File: src/rtl/vic_bus_if.sv
// CPU-side register bus of the VIC: strobe, select, direction, index and data.
interface vic_bus_if;
    logic       cpu_en;
    logic       cs;
    logic       we;
    logic [3:0] addr;
    logic [7:0] din;
    logic [7:0] dout;

    modport master (output cpu_en, cs, we, addr, din, input dout);
    modport slave  (input cpu_en, cs, we, addr, din, output dout);
endinterface

File: src/rtl/vic_regs.sv
// VIC 6560/6561 register file: CPU decode, 16 registers, staged video configuration,
// live sound registers and read-back of raster/pot values.
module vic_regs #(
    parameter bit LATCH_AT_FRAME = 1'b1,
    parameter bit NTSC           = 1'b0
) (
    input  logic        clk,
    input  logic        reset,
    vic_bus_if.slave    bus,
    input  logic [8:0]  raster_line,
    input  logic        frame_start,
    input  logic [7:0]  pot_x,
    input  logic [7:0]  pot_y,
    output logic [15:0] screen_addr,
    output logic [15:0] char_rom_addr,
    output logic [15:0] color_ram_addr,
    output logic [2:0]  border_color,
    output logic [3:0]  back_color,
    output logic [3:0]  aux_color,
    output logic        inverted,
    output logic        chars8x16,
    output logic [6:0]  rows,
    output logic [6:0]  cols,
    output logic [6:0]  h_origin,
    output logic [7:0]  v_origin,
    output logic        interlace,
    output logic [7:0]  snd_voice0,
    output logic [7:0]  snd_voice1,
    output logic [7:0]  snd_voice2,
    output logic [7:0]  snd_noise,
    output logic [3:0]  snd_volume
);
    localparam logic [7:0] R0_RST = NTSC ? 8'h05 : 8'h0C;
    localparam logic [15:0][7:0] REG_RST = {
        8'h1B, 8'h00, 8'h00, 8'h00, 8'h00, 8'h00, 8'h00, 8'h00,
        8'h00, 8'h00, 8'hF0, 8'h00, 8'hAE, 8'h96, 8'h26, R0_RST};

    // Only the register bits the video stage consumes are staged.
    typedef struct packed {
        logic [7:0] r0;
        logic [7:0] r1;
        logic [7:0] r2;
        logic [6:0] r3;
        logic [7:0] r5;
        logic [3:0] aux;
        logic [7:0] r15;
    } vid_cfg_t;

    logic [15:0][7:0] regs, regs_nxt;
    logic [7:0]       rd_val;
    logic             wr_en, rd_en, wr_ok;
    vid_cfg_t         cfg_now, cfg;
    logic [13:0]      screen_va, char_va;

    assign wr_en = bus.cpu_en & bus.cs & bus.we;
    assign rd_en = bus.cpu_en & bus.cs & ~bus.we;
    assign wr_ok = !(bus.addr == 4'h4 || (bus.addr >= 4'h6 && bus.addr <= 4'h9));

    always_comb begin
        regs_nxt = regs;
        if (wr_en && wr_ok) regs_nxt[bus.addr] = bus.din;
    end

    always_comb begin
        rd_val = regs[bus.addr];
        case (bus.addr)
            4'h3:       rd_val = {raster_line[0], regs[3][6:0]};
            4'h4:       rd_val = raster_line[8:1];
            4'h6, 4'h7: rd_val = 8'h00;
            4'h8:       rd_val = pot_x;
            4'h9:       rd_val = pot_y;
            default:    ;
        endcase
    end

    always_ff @(posedge clk or posedge reset) begin
        if (reset) begin
            regs     <= REG_RST;
            bus.dout <= 8'h00;
        end else begin
            regs <= regs_nxt;
            if (rd_en) bus.dout <= rd_val;
        end
    end

    assign cfg_now = '{r0: regs[0], r1: regs[1], r2: regs[2], r3: regs[3][6:0],
                       r5: regs[5], aux: regs[14][7:4], r15: regs[15]};

    generate
        if (LATCH_AT_FRAME) begin : g_latch
            // Sampled from the pre-write registers, so a same-cycle write waits a frame.
            vid_cfg_t shadow;
            always_ff @(posedge clk or posedge reset) begin
                if (reset)
                    shadow <= '{r0: R0_RST, r1: 8'h26, r2: 8'h96, r3: 7'h2E,
                                r5: 8'hF0, aux: 4'h0, r15: 8'h1B};
                else if (frame_start)
                    shadow <= cfg_now;
            end
            assign cfg = shadow;
        end else begin : g_direct
            assign cfg = cfg_now;
        end
    endgenerate

    // VIC 14-bit address to CPU: A13 inverted lands in $8000, else in $0000-$1FFF.
    assign screen_va      = {cfg.r5[7:4], cfg.r2[7], 9'b0};
    assign char_va        = {cfg.r5[3:0], 10'b0};
    assign screen_addr    = {~screen_va[13], 2'b00, screen_va[12:0]};
    assign char_rom_addr  = {~char_va[13], 2'b00, char_va[12:0]};
    assign color_ram_addr = 16'h9400 | {6'b0, cfg.r2[7], 9'b0};

    assign h_origin     = cfg.r0[6:0];
    assign interlace    = cfg.r0[7];
    assign v_origin     = cfg.r1;
    assign cols         = cfg.r2[6:0];
    assign rows         = {1'b0, cfg.r3[6:1]};
    assign chars8x16    = cfg.r3[0];
    assign aux_color    = cfg.aux;
    assign border_color = cfg.r15[2:0];
    assign inverted     = cfg.r15[3];
    assign back_color   = cfg.r15[7:4];

    assign snd_voice0 = regs[10];
    assign snd_voice1 = regs[11];
    assign snd_voice2 = regs[12];
    assign snd_noise  = regs[13];
    assign snd_volume = regs[14][3:0];
endmodule

File: src/flat_wrapper.sv
// flat-port wrapper written by rule: the top's interface ports become plain ports
module vic_regs_flat 
#(
    parameter bit LATCH_AT_FRAME = 1'b1,
    parameter bit NTSC           = 1'b0
)
  (clk, reset, raster_line, frame_start, pot_x, pot_y, screen_addr, char_rom_addr, color_ram_addr, border_color, back_color, aux_color, inverted, chars8x16, rows, cols, h_origin, v_origin, interlace, snd_voice0, snd_voice1, snd_voice2, snd_noise, snd_volume, bus_cpu_en, bus_cs, bus_we, bus_addr, bus_din, bus_dout);
  vic_bus_if bus_i ();
  input  logic clk;
  input  logic reset;
  input  logic [8:0] raster_line;
  input  logic frame_start;
  input  logic [7:0] pot_x;
  input  logic [7:0] pot_y;
  output logic [15:0] screen_addr;
  output logic [15:0] char_rom_addr;
  output logic [15:0] color_ram_addr;
  output logic [2:0] border_color;
  output logic [3:0] back_color;
  output logic [3:0] aux_color;
  output logic inverted;
  output logic chars8x16;
  output logic [6:0] rows;
  output logic [6:0] cols;
  output logic [6:0] h_origin;
  output logic [7:0] v_origin;
  output logic interlace;
  output logic [7:0] snd_voice0;
  output logic [7:0] snd_voice1;
  output logic [7:0] snd_voice2;
  output logic [7:0] snd_noise;
  output logic [3:0] snd_volume;
  input wire logic [$bits(bus_i.cpu_en)-1:0] bus_cpu_en;
  input wire logic [$bits(bus_i.cs)-1:0] bus_cs;
  input wire logic [$bits(bus_i.we)-1:0] bus_we;
  input wire logic [$bits(bus_i.addr)-1:0] bus_addr;
  input wire logic [$bits(bus_i.din)-1:0] bus_din;
  output wire logic [$bits(bus_i.dout)-1:0] bus_dout;
  assign bus_i.cpu_en = bus_cpu_en;
  assign bus_i.cs = bus_cs;
  assign bus_i.we = bus_we;
  assign bus_i.addr = bus_addr;
  assign bus_i.din = bus_din;
  assign bus_dout = bus_i.dout;
  vic_regs #(.LATCH_AT_FRAME(LATCH_AT_FRAME), .NTSC(NTSC)) u_core (.clk(clk), .reset(reset), .bus(bus_i), .raster_line(raster_line), .frame_start(frame_start), .pot_x(pot_x), .pot_y(pot_y), .screen_addr(screen_addr), .char_rom_addr(char_rom_addr), .color_ram_addr(color_ram_addr), .border_color(border_color), .back_color(back_color), .aux_color(aux_color), .inverted(inverted), .chars8x16(chars8x16), .rows(rows), .cols(cols), .h_origin(h_origin), .v_origin(v_origin), .interlace(interlace), .snd_voice0(snd_voice0), .snd_voice1(snd_voice1), .snd_voice2(snd_voice2), .snd_noise(snd_noise), .snd_volume(snd_volume));
endmodule
File: config.mk
export PLATFORM = sky130hd
export DESIGN_NAME = vic_regs_flat
export DESIGN_NICKNAME = d
export VERILOG_FILES = /design/src/rtl/vic_bus_if.sv /design/src/rtl/vic_regs.sv /design/src/flat_wrapper.sv
export SDC_FILE = /design/constraint.sdc
export NUM_CORES = 1
export LEC_CHECK = 0
export ABC_AREA = 1
export BUFFER_PORTS_ARGS = -buffer_cell sky130_fd_sc_hd__buf_4
export CORE_ASPECT_RATIO = 0.75
export CORE_MARGIN = 4
export CORE_UTILIZATION = 55
export CTS_CLUSTER_SIZE = 14
export DETAILED_ROUTE_END_ITERATION = 12
export PLACE_DENSITY = 0.79
export RECOVER_POWER = 50
export SKIP_LAST_GASP = 1
export SLEW_MARGIN = 15
export SYNTH_ARGS = -nofsm -noshare
export SYNTH_HDL_FRONTEND = slang
export SYNTH_SLANG_ARGS = --single-unit
File: constraint.sdc
create_clock -name clk -period 8.8 [get_ports clk]
set_input_delay 1.76 -clock clk [delete_from_list [all_inputs] [get_ports clk]]
set_output_delay 1.76 -clock clk [all_outputs]
set_load 0.05 [all_outputs]
==> metrics.md <==
| Metric | Value |
|---|---|
| CTS tree | `built` |
| Postcts setup bufs | `0` |
| Pwr Density | `242 nW/um^2` |
| Reg-to-Reg Start | `u_core.cfg_now[16]` |
| Dpl cell area | `9590 sq um` |
| DP HPWL | `16100 um` |
| Nature of the critical path endpoint | `async pin` |
| Yosys reg bits | `187` |
| Sequential Power Share | `44.2%` |
| CTS root buf | `clkbuf_16` |
| Final setup vio count | `0` |
| WP data required | `9250 ps` |
| Share of cells above drive strength 1 | `24.4%` |
| Die area | `19300 sq um` |
| Part of the power in the clock network | `30.5%` |
| Io pins | `178` |
| Fin crit period | `5390 ps` |
| Via count | `6866` |
| Layout area overhead | `6.48%` |
| Clk slew on worst S/H paths | `60 ps` |
| Antenna Cells | `0` |
| Final worst-path cycle share | `61.3%` |
| Antenna violations before repair | `0` |
| R2r endpoint | `u_core.bus.dout[4]` |
| Reg2reg path depth | `10` |
| Routed wire length | `22900 um` |
| Largest net degree at the start of global routing | `117` |
| RSZ-0062 raised after global routing | `false` |
| End point of the critical path | `u_core.regs[74]` |
| Int Pwr | `1.56 mW` |
| Fillers | `1463` |
| Worst-Margin Slew | `5040 ps` |
| Comb pwr share | `25.3%` |
| FF-to-FF setup slack | `7510 ps` |
| Sum Neg Setup Slack | `0 ps` |
| Seq/Total Area, Yosys | `50.2%` |
| Slew Viols, Final | `176` |
| Worst min path class | `reg -> reg` |
| Mapped Cells | `1105` |
| FP Rows | `41` |
| Clock Sink Count | `187` |
| Syn_area_per_cell | `8.53 sq um` |
| Core Region | `16800 sq um` |
| Sw Share | `35.7%` |
| Lkg Pwr | `5.22 nW` |
| Vias in the first global route | `6502` |
| CTS resizes | `0` |
| Wirelength per Cell | `17.4 um` |
| Number of nets still failing antenna checks after routing | `0` |
| Crit Path Class | `in -> async` |
| H-tree depth | `4` |
| CP arrival | `5840 ps` |
| Peak supply drop | `0.143 mV` |
| PortBufs | `138` |
| Slew headroom | `-238%` |
| CP startpoint | `reset` |
| Outcome | `complete, but fails checks` |
| Failing checks | `capacitance limit, slew limit` |
| Max Clock Skew | `12.9 ps` |
| Nets | `1133` |
| Worst skew pair latency | `440 ps` |
| Crit Path Max Fanout | `116` |
| Clk buf depth | `2` |
| Routability congestion estimate | `0.933` |
| Initial DRC Count | `624` |
| Gr ovfl total | `0` |
| Area of the mapped netlist | `9420 sq um` |
| Vias per cell | `5.21` |
| Ys Warns | `0` |
| Max Clk Rate | `0.185 GHz` |
| Switching power | `0.866 mW` |
| Number of max-cap violations | `2` |
| Critical Path Source Type | `input port` |
| DR pass1 iterations | `5` |
| GRT Overall Usage | `24.3%` |
| DIE WIDTH | `159 um` |
| First-pass GRT wire length | `36300 um` |
| Drc violations | `0` |
| Synth cell types | `22` |
| Chip Height | `121 um` |
| Hold buffers post-CTS | `0` |
| Initial core utilization | `56.0%` |
| Final instance area | `10000 sq um` |
| Hold Violations, Final | `0` |
| CTS buffer count | `17` |
-- per-stage QoR --
stage	utilization (%)	hold slack, ps	power (mW)	instances	worst slack [ps]
5_1_grt	59.6	383	2.53	1318	2580
3_3_place_gp	57.0	364	1.71	1286	4750
6_report	59.6	378	2.43	1318	3410
3_5_place_dp	57.0	365	1.72	1286	4650
4_1_cts	60.3	380	2.45	1318	5120
2_1_floorplan	-	429	1.61	1142	2030
-- worst min path at each step --
stage                      endpoint  cells after the start       startpoint
finish              u_core.regs[56]                      0  u_core.regs[56]
floorplan           u_core.regs[56]                      1  u_core.regs[56]
CTS                 u_core.regs[68]                      0  u_core.regs[68]
global route        u_core.regs[36]                      0  u_core.regs[36]
global placement    u_core.regs[60]                      0  u_core.regs[60]
detailed placement  u_core.regs[56]                      0  u_core.regs[56]
-- state kept, by name, indices dropped and copies added, names as in the netlist, 6 cells and up --
name / count
u_core.h_origin: 7
u_core.regs: 41
u_core.snd_voice0: 8
u_core.v_origin: 8
u_core.cfg_now: 51
u_core.snd_noise: 8
u_core.snd_voice1: 8
u_core.snd_voice2: 8
u_core.cols: 7
u_core.rows: 6
u_core.bus.dout: 8
-- worst max-delay path, stage by stage --
cell	delay, ps
clkbuf_4	110
clkinvlp_2	2800
buf_4	1040
-- power by group through the flow --
stage	Combinational (mW)	Sequential, mW	Clock [mW]
2_1_floorplan	0.536	1.07	0
3_3_place_gp	0.624	1.08	0
3_5_place_dp	0.633	1.09	0
4_1_cts	0.635	1.07	0.748
5_1_grt	0.656	1.09	0.787
6_report	0.614	1.07	0.738
-- placed cells by master, fill, tap and decap left out, drive strengths merged --
master / n
nand2: 382
dfrtp: 144
buf: 112
nor2: 60
nand3: 58
o21ai: 58
clkbuf: 54
inv: 52
mux2: 44
dfstp: 43
conb: 39
a21oi: 37
o21a: 8
clkinv: 5
nor3: 3
clkinvlp: 3
bufinv: 1
-- final cells by class --
cell class / count / area [sq um] / share of cell area, %
sequential: 187 / 4730 / 47.2
multi-input combinational: 689 / 3320 / 33.0
timing repair buffer: 143 / 961 / 9.58
clock buffer: 23 / 468 / 4.66
tap: 215 / 269 / 2.68
inverter: 52 / 196 / 1.96
clock inverter: 9 / 90.1 / 0.898
-- kinds of logic (layout without fill, tap and decap cells) --
logic type / after synthesis / after routing / share of synthesized area (%)
compound gates: 103 / 103 / 6.64
buf+inv: 266 / 227 / 16.1
flops: 187 / 187 / 50.2
mux: 44 / 44 / 5.26
other cells: 2 / 39 / 0.0797
simple gates: 503 / 503 / 21.7
-- per-layer routing --
layer | global-route usage, % | routed length (um) | vias up
li1 | - | - | 3244
met3 | 7.10 | 2180 | 33
met4 | 7.97 | 418 | 0
met1 | 36.3 | 10500 | 3247
met5 | 0 | 0 | -
met2 | 33.8 | 9830 | 342
-- cells in the mapped netlist, drive strengths merged --
| cell type | number | area share (%) |
|---|---|---|
| clkbuf | 63 | 2.5 |
| buf | 151 | 11 |
| mux2 | 44 | 5.3 |
| nand3 | 58 | 3.2 |
| dfrtp | 144 | 38 |
| o21a | 8 | 0.64 |
| a21oi | 37 | 2.0 |
| nor3 | 3 | 0.52 |
| o21ai | 58 | 4.0 |
| conb | 2 | 0.080 |
| inv | 52 | 2.1 |
| nor2 | 60 | 2.5 |
| nand2 | 382 | 15 |
| dfstp | 43 | 12 |
(Power assumes the default switching activity.)
